File: config.mk
export PLATFORM = sky130hd
export DESIGN_NAME = apb_converter_flat
export DESIGN_NICKNAME = d
export VERILOG_FILES = /design/src/rtl/apb_conv_pkg.sv /design/src/rtl/apb_conv_if.sv /design/src/rtl/apb_converter.sv /design/src/flat_wrapper.sv
export SDC_FILE = /design/constraint.sdc
export NUM_CORES = 1
export LEC_CHECK = 0
export ABC_AREA = 1
export BUFFER_PORTS_ARGS = -buffer_cell sky130_fd_sc_hd__buf_4
export CORE_AREA = 3 3 155 157
export CTS_CLUSTER_SIZE = 8
export DETAILED_ROUTE_END_ITERATION = 6
export DIE_AREA = 0 0 158 160
export GPL_ROUTABILITY_DRIVEN = 1
export PLACE_DENSITY_LB_ADDON = 0.2
export SYNTH_ARGS = -nofsm -noshare
export SYNTH_HDL_FRONTEND = slang
export SYNTH_SLANG_ARGS = --single-unit
File: constraint.sdc
create_clock -name PCLK -period 2.1 [get_ports PCLK]
set_input_delay 0.105 -clock PCLK [delete_from_list [all_inputs] [get_ports PCLK]]
set_output_delay 0.105 -clock PCLK [all_outputs]
set_load 0.02 [all_outputs]
File: src/rtl/apb_conv_pkg.sv
// Shared constants, types and FSM encoding for the APB width down-converter.
package apb_conv_pkg;

    localparam int DEF_ADDR_WIDTH    = 13;
    localparam int DEF_UP_DATA_WIDTH = 64;
    localparam int DEF_DN_DATA_WIDTH = 32;

    // Narrow beats per wide transfer, and bytes per narrow beat.
    localparam int NBEATS    = DEF_UP_DATA_WIDTH / DEF_DN_DATA_WIDTH;
    localparam int DN_NBYTES = DEF_DN_DATA_WIDTH / 8;

    typedef logic [DEF_UP_DATA_WIDTH-1:0] up_data_t;
    typedef logic [DEF_DN_DATA_WIDTH-1:0] dn_data_t;
    typedef logic [DEF_ADDR_WIDTH-1:0]    addr_t;

    typedef enum logic [1:0] {
        IDLE,
        SETUP,
        ACCESS,
        RESP
    } state_t;

endpackage

File: src/rtl/apb_conv_if.sv
// APB3 bus bundle; master drives the request side, slave drives the response.
interface apb_if #(
    parameter int ADDR_WIDTH = 13,
    parameter int DATA_WIDTH = 32
);
    logic [ADDR_WIDTH-1:0] paddr;
    logic                  psel;
    logic                  penable;
    logic                  pwrite;
    logic [DATA_WIDTH-1:0] pwdata;
    logic [DATA_WIDTH-1:0] prdata;
    logic                  pready;
    logic                  pslverr;

    modport master (
        output paddr, psel, penable, pwrite, pwdata,
        input  prdata, pready, pslverr
    );

    modport slave (
        input  paddr, psel, penable, pwrite, pwdata,
        output prdata, pready, pslverr
    );
endinterface

File: src/rtl/apb_converter.sv
// APB3 down-converter: each wide upstream transfer becomes NBEATS narrow
// downstream transfers at consecutive addresses, big-endian (MSW first).
module apb_converter
    import apb_conv_pkg::*;
#(
    parameter int ADDR_WIDTH    = DEF_ADDR_WIDTH,
    parameter int UP_DATA_WIDTH = DEF_UP_DATA_WIDTH,
    parameter int DN_DATA_WIDTH = DEF_DN_DATA_WIDTH
) (
    input logic   PCLK,
    input logic   PRESETn,
    apb_if.slave  s_apb,
    apb_if.master m_apb
);

    localparam int BEATS      = UP_DATA_WIDTH / DN_DATA_WIDTH;
    localparam int BEAT_BYTES = DN_DATA_WIDTH / 8;
    localparam int KW         = (BEATS > 1) ? $clog2(BEATS) : 1;

    state_t                   state;
    logic [KW-1:0]            k;
    logic                     wr_q;
    logic [UP_DATA_WIDTH-1:0] wdata_q;
    logic [UP_DATA_WIDTH-1:0] rd_buf;
    logic [UP_DATA_WIDTH-1:0] rd_next;

    // Beat idx of a wide word; beat 0 is the most significant slice.
    function automatic logic [DN_DATA_WIDTH-1:0] beat_of(
        input logic [UP_DATA_WIDTH-1:0] d,
        input logic [KW-1:0]            idx
    );
        return d[UP_DATA_WIDTH-1-int'(idx)*DN_DATA_WIDTH -: DN_DATA_WIDTH];
    endfunction

    // Read assembly: current downstream read data merged into slice k.
    always_comb begin
        rd_next = rd_buf;
        rd_next[UP_DATA_WIDTH-1-int'(k)*DN_DATA_WIDTH -: DN_DATA_WIDTH] = m_apb.prdata;
    end

    // Converter FSM; every bus output is registered here.
    always_ff @(posedge PCLK) begin
        if (!PRESETn) begin
            state           <= IDLE;
            k               <= '0;
            wr_q            <= 1'b0;
            wdata_q         <= '0;
            rd_buf          <= '0;
            s_apb.prdata    <= '0;
            s_apb.pready    <= 1'b0;
            s_apb.pslverr   <= 1'b0;
            m_apb.paddr     <= '0;
            m_apb.psel      <= 1'b0;
            m_apb.penable   <= 1'b0;
            m_apb.pwrite    <= 1'b0;
            m_apb.pwdata    <= '0;
        end else begin
            case (state)
                IDLE: begin
                    if (s_apb.psel) begin
                        wr_q    <= s_apb.pwrite;
                        wdata_q <= s_apb.pwdata;
                        k       <= '0;
                        if (s_apb.paddr % ADDR_WIDTH'(BEAT_BYTES) != '0) begin
                            // Misaligned: answer with an error, never touch the narrow bus.
                            state         <= RESP;
                            s_apb.pready  <= 1'b1;
                            s_apb.pslverr <= 1'b1;
                        end else begin
                            state         <= SETUP;
                            m_apb.psel    <= 1'b1;
                            m_apb.penable <= 1'b0;
                            m_apb.paddr   <= s_apb.paddr;
                            m_apb.pwrite  <= s_apb.pwrite;
                            m_apb.pwdata  <= s_apb.pwrite ? beat_of(s_apb.pwdata, '0) : '0;
                        end
                    end
                end
                SETUP: begin
                    m_apb.penable <= 1'b1;
                    state         <= ACCESS;
                end
                ACCESS: begin
                    if (m_apb.pready) begin
                        if (!wr_q) rd_buf <= rd_next;
                        if (m_apb.pslverr || k == KW'(BEATS-1)) begin
                            // Last beat or error: remaining beats are dropped.
                            state         <= RESP;
                            m_apb.psel    <= 1'b0;
                            m_apb.penable <= 1'b0;
                            m_apb.pwdata  <= '0;
                            s_apb.pready  <= 1'b1;
                            s_apb.pslverr <= m_apb.pslverr;
                            if (!wr_q && !m_apb.pslverr) s_apb.prdata <= rd_next;
                        end else begin
                            // Next beat gets its own setup phase; address wraps naturally.
                            state         <= SETUP;
                            k             <= k + 1'b1;
                            m_apb.penable <= 1'b0;
                            m_apb.paddr   <= m_apb.paddr + ADDR_WIDTH'(BEAT_BYTES);
                            m_apb.pwdata  <= wr_q ? beat_of(wdata_q, k + 1'b1) : '0;
                        end
                    end
                end
                RESP: begin
                    s_apb.pready  <= 1'b0;
                    s_apb.pslverr <= 1'b0;
                    state         <= IDLE;
                end
                default: state <= IDLE;
            endcase
        end
    end

endmodule

File: src/flat_wrapper.sv
// flat-port wrapper written by rule: the top's interface ports become plain ports
module apb_converter_flat import apb_conv_pkg::*;
#(
    parameter int ADDR_WIDTH    = DEF_ADDR_WIDTH,
    parameter int UP_DATA_WIDTH = DEF_UP_DATA_WIDTH,
    parameter int DN_DATA_WIDTH = DEF_DN_DATA_WIDTH
)
  (PCLK, PRESETn, s_apb_paddr, s_apb_psel, s_apb_penable, s_apb_pwrite, s_apb_pwdata, s_apb_prdata, s_apb_pready, s_apb_pslverr, m_apb_paddr, m_apb_psel, m_apb_penable, m_apb_pwrite, m_apb_pwdata, m_apb_prdata, m_apb_pready, m_apb_pslverr);
  apb_if #(.ADDR_WIDTH(ADDR_WIDTH), .DATA_WIDTH(DEF_UP_DATA_WIDTH)) s_apb_i ();
  apb_if #(.ADDR_WIDTH(ADDR_WIDTH), .DATA_WIDTH(DEF_DN_DATA_WIDTH)) m_apb_i ();
  input logic PCLK;
  input logic PRESETn;
  input wire logic [$bits(s_apb_i.paddr)-1:0] s_apb_paddr;
  input wire logic [$bits(s_apb_i.psel)-1:0] s_apb_psel;
  input wire logic [$bits(s_apb_i.penable)-1:0] s_apb_penable;
  input wire logic [$bits(s_apb_i.pwrite)-1:0] s_apb_pwrite;
  input wire logic [$bits(s_apb_i.pwdata)-1:0] s_apb_pwdata;
  output wire logic [$bits(s_apb_i.prdata)-1:0] s_apb_prdata;
  output wire logic [$bits(s_apb_i.pready)-1:0] s_apb_pready;
  output wire logic [$bits(s_apb_i.pslverr)-1:0] s_apb_pslverr;
  output wire logic [$bits(m_apb_i.paddr)-1:0] m_apb_paddr;
  output wire logic [$bits(m_apb_i.psel)-1:0] m_apb_psel;
  output wire logic [$bits(m_apb_i.penable)-1:0] m_apb_penable;
  output wire logic [$bits(m_apb_i.pwrite)-1:0] m_apb_pwrite;
  output wire logic [$bits(m_apb_i.pwdata)-1:0] m_apb_pwdata;
  input wire logic [$bits(m_apb_i.prdata)-1:0] m_apb_prdata;
  input wire logic [$bits(m_apb_i.pready)-1:0] m_apb_pready;
  input wire logic [$bits(m_apb_i.pslverr)-1:0] m_apb_pslverr;
  assign s_apb_i.paddr = s_apb_paddr;
  assign s_apb_i.psel = s_apb_psel;
  assign s_apb_i.penable = s_apb_penable;
  assign s_apb_i.pwrite = s_apb_pwrite;
  assign s_apb_i.pwdata = s_apb_pwdata;
  assign s_apb_prdata = s_apb_i.prdata;
  assign s_apb_pready = s_apb_i.pready;
  assign s_apb_pslverr = s_apb_i.pslverr;
  assign m_apb_paddr = m_apb_i.paddr;
  assign m_apb_psel = m_apb_i.psel;
  assign m_apb_penable = m_apb_i.penable;
  assign m_apb_pwrite = m_apb_i.pwrite;
  assign m_apb_pwdata = m_apb_i.pwdata;
  assign m_apb_i.prdata = m_apb_prdata;
  assign m_apb_i.pready = m_apb_pready;
  assign m_apb_i.pslverr = m_apb_pslverr;
  apb_converter #(.ADDR_WIDTH(ADDR_WIDTH), .UP_DATA_WIDTH(UP_DATA_WIDTH), .DN_DATA_WIDTH(DN_DATA_WIDTH)) u_core (.PCLK(PCLK), .PRESETn(PRESETn), .s_apb(s_apb_i), .m_apb(m_apb_i));
endmodule
### Word-level counts from Yosys, hierarchy flattened

Cells that the tools add are included.

| word-level totals | value |
|---|---|
| register bits after elaboration | 246 |
| bits of input ports | 116 |

| operators by class | value |
|---|---|
| $add $sub $neg | 5 |
| equality and inequality tests | 9 |
| shifts and indexed selects | 3 |
| multiplexer cells | 39 |
| bitwise logic cells | 2 |
| reductions and logical operators | 20 |

Operator list:

| operator | count |
|---|---|
| 32-bit 2-to-1 mux | 6 |
| 32-bit by 33-bit variable shift with 95-bit output, first input constant | 1 |
| 32-bit by 33-bit variable part select with 95-bit output | 1 |
| 95-bit by 32-bit variable part select with 32-bit output | 1 |
| 64-bit bitwise mux | 1 |
| 32-bit case mux with 2 select lines | 1 |
| 13-bit 2-to-1 mux | 4 |
| 32-bit negator with 33-bit output | 1 |
| 13-bit case mux with 2 select lines | 1 |
| 1-bit 2-to-1 mux | 16 |
| 4-bit AND reduction | 4 |
| 5-bit AND reduction | 3 |
| 6-bit by 6-bit subtractor with 7-bit output, first input constant | 2 |
| 13-bit by 3-bit adder with 13-bit output, second input constant | 1 |
| 13-bit nonzero test | 1 |
| 1-bit case mux with 3 select lines | 3 |
| 2-bit 2-to-1 mux | 4 |
| 2-bit != test, second input constant | 4 |
| 2-bit case mux with 4 select lines | 1 |
| 3-bit AND reduction | 2 |
| 3-bit nonzero test | 2 |
| 2-bit equality test, second input constant | 2 |
| 2-bit by 1-bit != test with 1-bit output, second input constant | 2 |
| 1-bit case mux with 2 select lines | 2 |
| 9 further kinds | 12 |

### Depth between registers and ports, before layout

Gate-level depths: netlist of the first run.

| depth | value |
|---|---|
| depth after elaboration | 7 |
| mapped depth | 9 |
| mapped depth without buffers | 9 |

### Worst setup path after synthesis of the first run

OpenSTA, ideal clock, no wires.

| path | value |
|---|---|
| path kind | reg2reg |
| from | register u_core.state[1] |
| to | register u_core.s_apb.prdata[42] |
| arrival | 1.404 ns |
| data required time | 1.984 ns |
| slack | 0.580 ns |
| cell stages (with the launch flop) | 10 |
| path buffers | 2 |
| clock period less this slack | 1.520 ns |
| cells stage by stage | dfxtp_1 > inv_2 > nor2_4 > nand2_1 > buf_4 > nor3_4 > inv_2 > clkbuf_1 > o21ai_0 > nor2_1 |

| between the ends | value |
|---|---|
| cells in the longest elaborated chain, start to end | 2 |

Ends and longest elaborated chain:

| what | line | text |
|---|---|---|
| start: declaration | apb_converter.sv:20 | `state_t state;` |
| start signal: assignment | apb_converter.sv:44 | `state <= IDLE;` |
| start signal: assignment | apb_converter.sv:66 | `state <= RESP;` |
| start signal: assignment | apb_converter.sv:70 | `state <= SETUP;` |
| 2-bit equality test | apb_converter.sv:58 | `case (state)` |
| 4-bit AND reduction (no source line) | n/a |  |
| end signal: assignment | apb_converter.sv:94 | `if (!wr_q && !m_apb.pslverr) s_apb.prdata <= rd_next;` |
| end: declaration | apb_conv_if.sv:22 | `output prdata, pready, pslverr` |

No other way between the ends.
A chain may end at the register's enable or synchronous reset.

### Final worst setup path of the first run

| path | value |
|---|---|
| from | register u_core.state[1] |
| to | register u_core.s_apb.prdata[11] |

Same word-level chain as after synthesis.

==> impl_metrics.tcl, run 1 <==
set metrics [dict create \
    status "finished, final reports clean" \
    port_buffers 228 \
    finalClockSkew_ns 0.0169 \
    grt_use_total 0.218 \
    period_share 0.907 \
    drv_cap 0 \
    cts_root_buf "clkbuf_16" \
    p_comb_frac 0.207 \
    synth_cell_types 25 \
    area_delta_synth_final_pct 35.4 \
    tightest_slew_ns 0.722 \
    wl_per_cell_um 14.4 \
    start_util 0.452 \
    setup_viol 0 \
    synthMuxAreaShare 0.0108 \
    dr.pass1.iters 5 \
    drc_errors 0 \
    drt_iter0_markers 657 \
    avgViaCountPerCell 5.14 \
    yosysWarnings 0 \
    ys_seq_elements 246 \
    peakVddDrop_mv 0.595 \
    crit_fanout 64 \
    synth_top_area_cell "dfxtp_1" \
    critPathLaunchType "flop" \
    power_frac_seq 0.413 \
    finalHoldViolCount 0 \
    cp.arrival_ns 2.32 \
    synth_area_leaders "dfxtp_1 (48%), o21ai_0 (15%), nor2_1 (11%)" \
    antenna_cells 0 \
    io_pins 230 \
    wl_um 28400 \
    ant_nets 0 \
    hold_path.class "in2reg" \
    final_common_cell "nor2_1" \
    pwr_density_cell_mw_per_mm2 963 \
    clk_latency_ns 0.50 \
    synth_top_family_by_area "compound AO/OA/AOI/OAI gates" \
    rows 55 \
    layout_common_cells "nor2_1 (301), o21ai_0 (300), dfxtp_1 (245)" \
    grt_max_degree 129 \
    synth-xor-area-share 0 \
    grt_pass1_wl_um 46500 \
    rsz0062_at_grt "false" \
    synth_top_area_frac 0.482 \
    power.net_switching_w 0.00388 \
    setup_tns_ns 0 \
    chipHeight_um 160 \
    power_frac_clock 0.380 \
    fillerInstances 2033 \
    cts_tree "built" \
    syn_nets 1539 \
    synth-simple-area-share 0.183 \
    antenna_found_initial 1 \
    die_w_um 158 \
    vias 10156 \
    synth_compound_area_frac 0.235 \
    core_mm2 0.0226 \
    power.leakage_nw 5.86 \
    slew_violations 0 \
    finalCoreUtilization 0.612 \
    grt_pass1_vias 9636 \
    syn_area_per_cell_um2 7.19 \
    synth_adder_area_share 0.00122 \
    drive_gt1_frac 0.178 \
    hold-worst-slack_ns 0.0172 \
    die_area_mm2 0.0253 \
    path_class "reg2reg" \
    yosysSeqAreaShare 0.482 \
    place_hpwl_um 17000 \
    cts_made_buffers 36 \
    htreeDepth 2 \
    endpoint_kind "flop" \
    internal_power_w 0.00945 \
    max_slew_margin 0.519 \
    syn_area_mm2 0.0102 \
    globalplace.congestion 0.829 \
    switching_share 0.291 \
    clkTransAtPathRegs_ns 0.05 \
    syn_inst 1422 \
    postCtsSetupRepairBufs 0 \
    power_w 0.0133 \
    required_ns 2.52 \
    overflow 0 \
    layout_min_cycle_time_ns 1.90 \
    nets 1804 \
    clockBufferDepth 3 \
    cts.sinks 246 \
    fmax_mhz 525 \
]
-- per-layer routing --
metal | up-vias | share of wire | track usage
met3 | 48 | 0.075 | 0.0561
li1 | 5149 | - | -
met5 | - | 0.00046 | 0
met4 | 2 | 0.018 | 0.0602
met2 | 321 | 0.48 | 0.369
met1 | 4636 | 0.43 | 0.275
-- path summary, 6_finish.rpt --
check / start / to / slack [ns] / depth (start not counted)
max: u_core.state[1]$_SDFFE_PN0P_ / u_core.s_apb.prdata[11]$_SDFFE_PN0P_ / 0.20 / 7
max reg2reg: u_core.state[1]$_SDFFE_PN0P_ / u_core.s_apb.prdata[11]$_SDFFE_PN0P_ / 0.20 / 7
min: s_apb_paddr[10] / u_core.m_apb.paddr[10]$_SDFFE_PN0P_ / 0.02 / 5
min reg2reg: u_core.rd_buf[0]$_SDFFE_PN0P_ / u_core.rd_buf[0]$_SDFFE_PN0P_ / 0.44 / 2
-- critical path, cell delays in order, from the launching register on --
cell and delay (ns):
dfxtp_1 0.43, inv_2 0.08, nor2_4 0.16, nand2_4 0.09, nor3_4 0.17, buf_4 0.61, nor2_1 0.11, nor2_1 0.14
-- cell usage after synthesis, drive strengths merged --
| library cell | n |
|---|---|
| a21boi | 21 |
| a21oi | 104 |
| buf | 32 |
| clkbuf | 71 |
| clkinv | 2 |
| dfxtp | 246 |
| ha | 1 |
| inv | 118 |
| mux2i | 11 |
| nand2 | 143 |
| nand3 | 27 |
| nand4 | 3 |
| nor2 | 303 |
| nor3 | 2 |
| o21ai | 316 |
| o21bai | 1 |
| o22ai | 21 |
-- kinds of logic after synthesis --
group | after synthesis
and+or+nand+nor | 478
AOI/OAI and AO/OA | 463
DFF | 246
buffers and inverters | 223
muxes | 11
adders and majority gates | 1
-- stage by stage --
| stage | cell area [um^2] | cells | setup slack (ns) |
|---|---|---|---|
| 6_report | 13800 | 1975 | 0.196 |
| 5_1_grt | 13800 | 1975 | 0.0374 |
| 4_1_cts | 13800 | 1975 | 0.162 |
| 3_5_place_dp | 12100 | 1854 | 0.241 |
| 3_3_place_gp | 12100 | 1854 | 0.292 |
| 2_1_floorplan | 10200 | 1422 | 0.580 |
-- power groups by stage --
stage / Combinational (W) / Clock, W / Sequential, W
floorplan: 0.00145 / 0 / 0.00575
global placement: 0.00258 / 0 / 0.00556
detailed placement: 0.00263 / 0 / 0.00557
CTS: 0.00276 / 0.00520 / 0.00549
global route: 0.00310 / 0.00539 / 0.00555
finish: 0.00277 / 0.00507 / 0.00550
-- state kept, by name (all words and copies together) (netlist names) --
signal,cells
u_core.s_apb.pready,1
u_core.m_apb.pwdata,32
u_core.k,1
u_core.rd_buf,64
u_core.s_apb.prdata,64
u_core.wdata_q,64
u_core.m_apb.pwrite,1
u_core.m_apb.penable,1
u_core.m_apb.psel,1
u_core.m_apb.paddr,13
u_core.state,2
u_core.wr_q,1
u_core.s_apb.pslverr,1
-- layout make-up --
class                   count  area [um^2]  share of cell area
flip-flops and latches    246         4930               0.356
multi-input cells         953         4400               0.317
repair buffers            330         2750               0.199
clock buffers              39          943              0.0681
inverters                 120          453              0.0327
well taps                 285          357              0.0258
clock inverters             2         17.5             0.00127
-- timing repair --
item                                    CTS  global route
hold endpoints to repair                 93             0
resized for setup                         0             2
hold buffers                             80             0
endpoints found under the setup margin    0             2
Power figures use the tool's default switching activity.
==> run 2: changes to the inputs <==
Settings changed: PLACE_DENSITY from default to 0.71, PLACE_DENSITY_LB_ADDON 0.2 to default.
==> impl_metrics.tcl, run 2 (same netlist as run 1, synthesis figures left out) <==
set metrics [dict create \
    largestRegisters "u_core.rd_buf x64, u_core.s_apb.prdata x64, u_core.wdata_q x64" \
    die_area_mm2 0.0253 \
    die_w_um 158 \
    rr_startpoint "u_core.state[1]$_SDFFE_PN0P_" \
    ff2ff_path_depth 8 \
    tightest_slew_ns 0.570 \
    pwr_density_cell_mw_per_mm2 961 \
    grt_pass1_vias 9622 \
    chipHeight_um 160 \
    cts.sinks 246 \
    path_class "reg2reg" \
    fillerInstances 2030 \
    crit_fanout 50 \
    max_slew_margin 0.620 \
    nets 1803 \
    wl_per_cell_um 14.5 \
    cts_root_buf "clkbuf_16" \
    globalplace.congestion 0.842 \
    p_comb_frac 0.208 \
    wl_um 28700 \
    power.leakage_nw 5.85 \
    cp.arrival_ns 2.13 \
    rsz0062_at_grt "false" \
    grt_max_degree 129 \
    period_share 0.838 \
    layout_min_cycle_time_ns 1.76 \
    power_w 0.0133 \
    switching_share 0.289 \
    fin_cells 1974 \
    holdPathEnd "u_core.s_apb.prdata[63]$_SDFFE_PN0P_" \
    grt_pass1_wl_um 46700 \
    area_delta_synth_final_pct 35.4 \
    grt_use_total 0.219 \
    drv_cap 0 \
    clockBufferDepth 3 \
    io_pins 230 \
    dp.cells 1857 \
    postCtsResizedCells 0 \
    clkTransAtPathRegs_ns 0.05 \
    power_frac_clock 0.378 \
    finalHoldViolCount 0 \
    antenna_cells 0 \
    setup_viol 0 \
    peakVddDrop_mv 0.649 \
    ant_nets 0 \
    setup_ws_ns 0.341 \
    drt_iter0_markers 577 \
    slew_violations 0 \
    r2r-end "u_core.s_apb.prdata[35]$_SDFFE_PN0P_" \
    critPathLaunchType "flop" \
    vias 10190 \
    status "finished, final reports clean" \
    dr.pass1.iters 5 \
    setup_tns_ns 0 \
    final_common_cell "nor2_1" \
    start_util 0.452 \
    hold-worst-slack_ns 0.0161 \
    finalClockSkew_ns 0.0151 \
    clk_latency_ns 0.49 \
    power.net_switching_w 0.00385 \
    drive_gt1_frac 0.180 \
    cts_made_buffers 36 \
    cts_tree "built" \
    hold_start "m_apb_prdata[31]" \
    internal_power_w 0.00946 \
    hold_path.class "in2reg" \
    core_mm2 0.0226 \
    required_ns 2.47 \
    layout_common_cells "nor2_1 (301), o21ai_0 (300), buf_4 (246)" \
    htreeDepth 2 \
    overflow 0 \
    fmax_mhz 569 \
    endpoint_kind "flop" \
    rows 55 \
    dp_slack_ns 0.385 \
    antenna_found_initial 0 \
    rrSetupSlack_ns 0.34 \
    holdPathStages 5 \
    drc_errors 0 \
    power_frac_seq 0.414 \
    place_hpwl_um 17600 \
    avgViaCountPerCell 5.16 \
    port_buffers 228 \
]
run 2: cell type report:
| cell class | instances | area [um^2] | area share |
|---|---|---|---|
| well taps | 285 | 357 | 0.0258 |
| clock buffers | 39 | 943 | 0.0682 |
| flip-flops and latches | 246 | 4930 | 0.356 |
| repair buffers | 329 | 2750 | 0.199 |
| clock inverters | 2 | 17.5 | 0.00127 |
| inverters | 120 | 450 | 0.0325 |
| multi-input cells | 953 | 4400 | 0.318 |
run 2: how the worst max path moves through the flow:
stage	start	end
floorplan	u_core.state[1]$_SDFFE_PN0P_	u_core.s_apb.prdata[42]$_SDFFE_PN0P_
global placement	u_core.state[1]$_SDFFE_PN0P_	u_core.s_apb.prdata[11]$_SDFFE_PN0P_
detailed placement	u_core.state[1]$_SDFFE_PN0P_	u_core.s_apb.prdata[35]$_SDFFE_PN0P_
CTS	u_core.state[1]$_SDFFE_PN0P_	u_core.s_apb.prdata[35]$_SDFFE_PN0P_
global route	u_core.state[1]$_SDFFE_PN0P_	u_core.s_apb.prdata[35]$_SDFFE_PN0P_
finish	u_core.state[1]$_SDFFE_PN0P_	u_core.s_apb.prdata[35]$_SDFFE_PN0P_
run 2: routing by layer:
metal | share of wire | GRT usage
met5 | 0 | 0
met4 | 0.026 | 0.0727
met3 | 0.078 | 0.0564
met2 | 0.47 | 0.356
met1 | 0.42 | 0.283
run 2: critical path, stage by stage (launching register included):
cell	delay [ns]
dfxtp_1	0.44
inv_2	0.09
nor2_4	0.16
nand2_4	0.09
nor3_4	0.19
inv_2	0.18
buf_12	0.22
o21ai_0	0.19
nor2_1	0.06
run 2: per-stage QoR:
step / area (um^2) / utilization
global route: 13800 / 0.611
CTS: 13800 / 0.611
floorplan: 10200 / -
global placement: 12100 / 0.535
finish: 13800 / 0.611
detailed placement: 12100 / 0.535
run 2: power by group through the flow:
stage               registers, W  clock network [W]  logic [W]
floorplan                0.00575                  0    0.00145
global placement         0.00556                  0    0.00259
detailed placement       0.00557                  0    0.00263
CTS                      0.00550            0.00513    0.00276
global route             0.00555            0.00536    0.00310
finish                   0.00551            0.00503    0.00277
run 2: repair_timing:
item / 4_1_cts / 5_1_grt
hold endpoints to repair: 87 / 0
hold buffers: 76 / 0
buffers inserted: 0 / 0
==> run 3: changes to the inputs <==
Clock period 2.1 ns to 1.7 ns, I/O delays scaled along.
==> impl_metrics.tcl, run 3 (same netlist as run 1, synthesis figures left out) <==
set metrics [dict create \
    place_hpwl_um 18000 \
    overflow 0 \
    finalClockSkew_ns 0.0189 \
    clk_latency_ns 0.51 \
    layout_common_cells "nor2_1 (301), o21ai_0 (300), buf_4 (249)" \
    wl_met2_um 13900 \
    grt_pass1_vias 9774 \
    hold_path.class "in2reg" \
    power.leakage_nw 6.04 \
    start_util 0.452 \
    cts_made_buffers 36 \
    power_w 0.0167 \
    avgViaCountPerCell 5.18 \
    ant_nets 0 \
    grt_use_total 0.224 \
    rsz0062_at_grt "false" \
    dr.pass1.iters 5 \
    setup_ws_ns 0.130 \
    drc_errors 0 \
    nets 1838 \
    core_mm2 0.0226 \
    fillerInstances 1939 \
    port_buffers 228 \
    slew_violations 0 \
    top_layer_used "met4" \
    required_ns 2.08 \
    area_delta_synth_final_pct 39.6 \
    postCtsSetupRepairBufs 0 \
    layout_min_cycle_time_ns 1.57 \
    drv_cap 0 \
    crit_fanout 32 \
    wl_um 29300 \
    wl_met3_um 2050 \
    clockBufferDepth 3 \
    met1_length_um 12800 \
    wl_per_cell_um 14.6 \
    drive_gt1_frac 0.183 \
    dp_slack_ns 0.147 \
    cts_root_buf "clkbuf_16" \
    vias 10414 \
    setup_viol 0 \
    largestRegisters "u_core.rd_buf x64, u_core.s_apb.prdata x64, u_core.wdata_q x64" \
    grt_max_degree 129 \
    htreeDepth 2 \
    dp.cells 1866 \
    antenna_cells 0 \
    status "finished, final reports clean" \
    cts.sinks 246 \
    fmax_mhz 637 \
    rows 55 \
    setup_tns_ns 0 \
    globalplace.congestion 0.851 \
    finalHoldViolCount 0 \
    fin_cells 2009 \
    endpoint_kind "flop" \
    cts_tree "built" \
    critPathLaunchType "flop" \
    die_area_mm2 0.0253 \
    chipHeight_um 160 \
    cp.arrival_ns 1.95 \
    peakVddDrop_mv 0.852 \
    drt_iter0_markers 628 \
    grt_pass1_wl_um 47400 \
    period_share 0.924 \
    tightest_slew_ns 0.480 \
    clkTransAtPathRegs_ns 0.05 \
    antenna_found_initial 0 \
    final_common_cell "nor2_1" \
    pwr_density_cell_mw_per_mm2 1170 \
    die_w_um 158 \
    io_pins 230 \
    max_slew_margin 0.680 \
    path_class "reg2reg" \
]
==> run 3: cell types whose count changed in the layout (fill, tap and decap cells not counted) <==
cell / before / now
buf_4: 246 / 249
dfxtp_2: 0 / 1
clkbuf_16: 37 / 38
inv_6: 2 / 0
clkinvlp_4: 0 / 1
clkinv_1: 2 / 1
clkinv_8: 0 / 1
buf_12: 7 / 13
dfxtp_1: 245 / 244
dlygate4sd3_1: 76 / 102
==> run 3: area by class of cell <==
type | instances | area (um^2) | share of cell area
Clock buffer | 40 | 968 | 0.0679
Multi-Input combinational cell | 953 | 4400 | 0.308
Inverter | 120 | 454 | 0.0318
Clock inverter | 1 | 16.3 | 0.00114
Tap cell | 285 | 357 | 0.0250
Sequential cell | 246 | 4930 | 0.345
Timing Repair Buffer | 364 | 3150 | 0.221
==> run 3: metrics by stage <==
stage	hold WS [ns]	instance area, um^2	utilization
after detailed placement	0.344	12300	0.542
after global routing	0.0228	14300	0.630
final	0.00375	14300	0.630
after global placement	0.336	12300	0.542
after CTS	0.00145	14300	0.630
after floorplan	0.233	10200	-
==> run 3: timing repair <==
| action | CTS | global route |
|---|---|---|
| hold buffers | 102 | 0 |
| endpoints found under the hold margin | 139 | 0 |
| setup endpoints to repair | 0 | 8 |
| resized for setup | 0 | 2 |
==> run 3: layer usage <==
metal,global-route usage,vias to the layer above
li1,-,5209
met1,0.294,4786
met2,0.366,368
met3,0.0509,51
met4,0.0708,0
met5,0,-
==> run 3: worst max-delay path, cell delays in order, from the launching register on <==
cell,delay (ns)
dfxtp_1,0.47
inv_1,0.12
nand3_1,0.14
nand2_2,0.13
nor2_4,0.14
inv_1,0.08
buf_12,0.18
nor2_1,0.15
nor2_1,0.05
==> run 3: final timing paths <==
kind	startpoint	to	slack (ns)	depth (start not counted)
max	u_core.state[0]$_SDFFE_PN0P_	u_core.m_apb.pwdata[6]$_SDFFE_PN0P_	0.13	8
min	m_apb_prdata[7]	u_core.s_apb.prdata[39]$_SDFFE_PN0P_	0.004	5
max reg2reg	u_core.state[0]$_SDFFE_PN0P_	u_core.m_apb.pwdata[6]$_SDFFE_PN0P_	0.13	8
min reg2reg	u_core.rd_buf[9]$_SDFFE_PN0P_	u_core.rd_buf[9]$_SDFFE_PN0P_	0.44	2
==> run 3: where the power goes <==
group	leakage, nW	internal, W	switching [W]	total (W)
Combinational	3.55	0.00147	0.00210	0.00357
Clock	0.484	0.00396	0.00237	0.00633
Sequential	2.01	0.00644	0.000351	0.00679
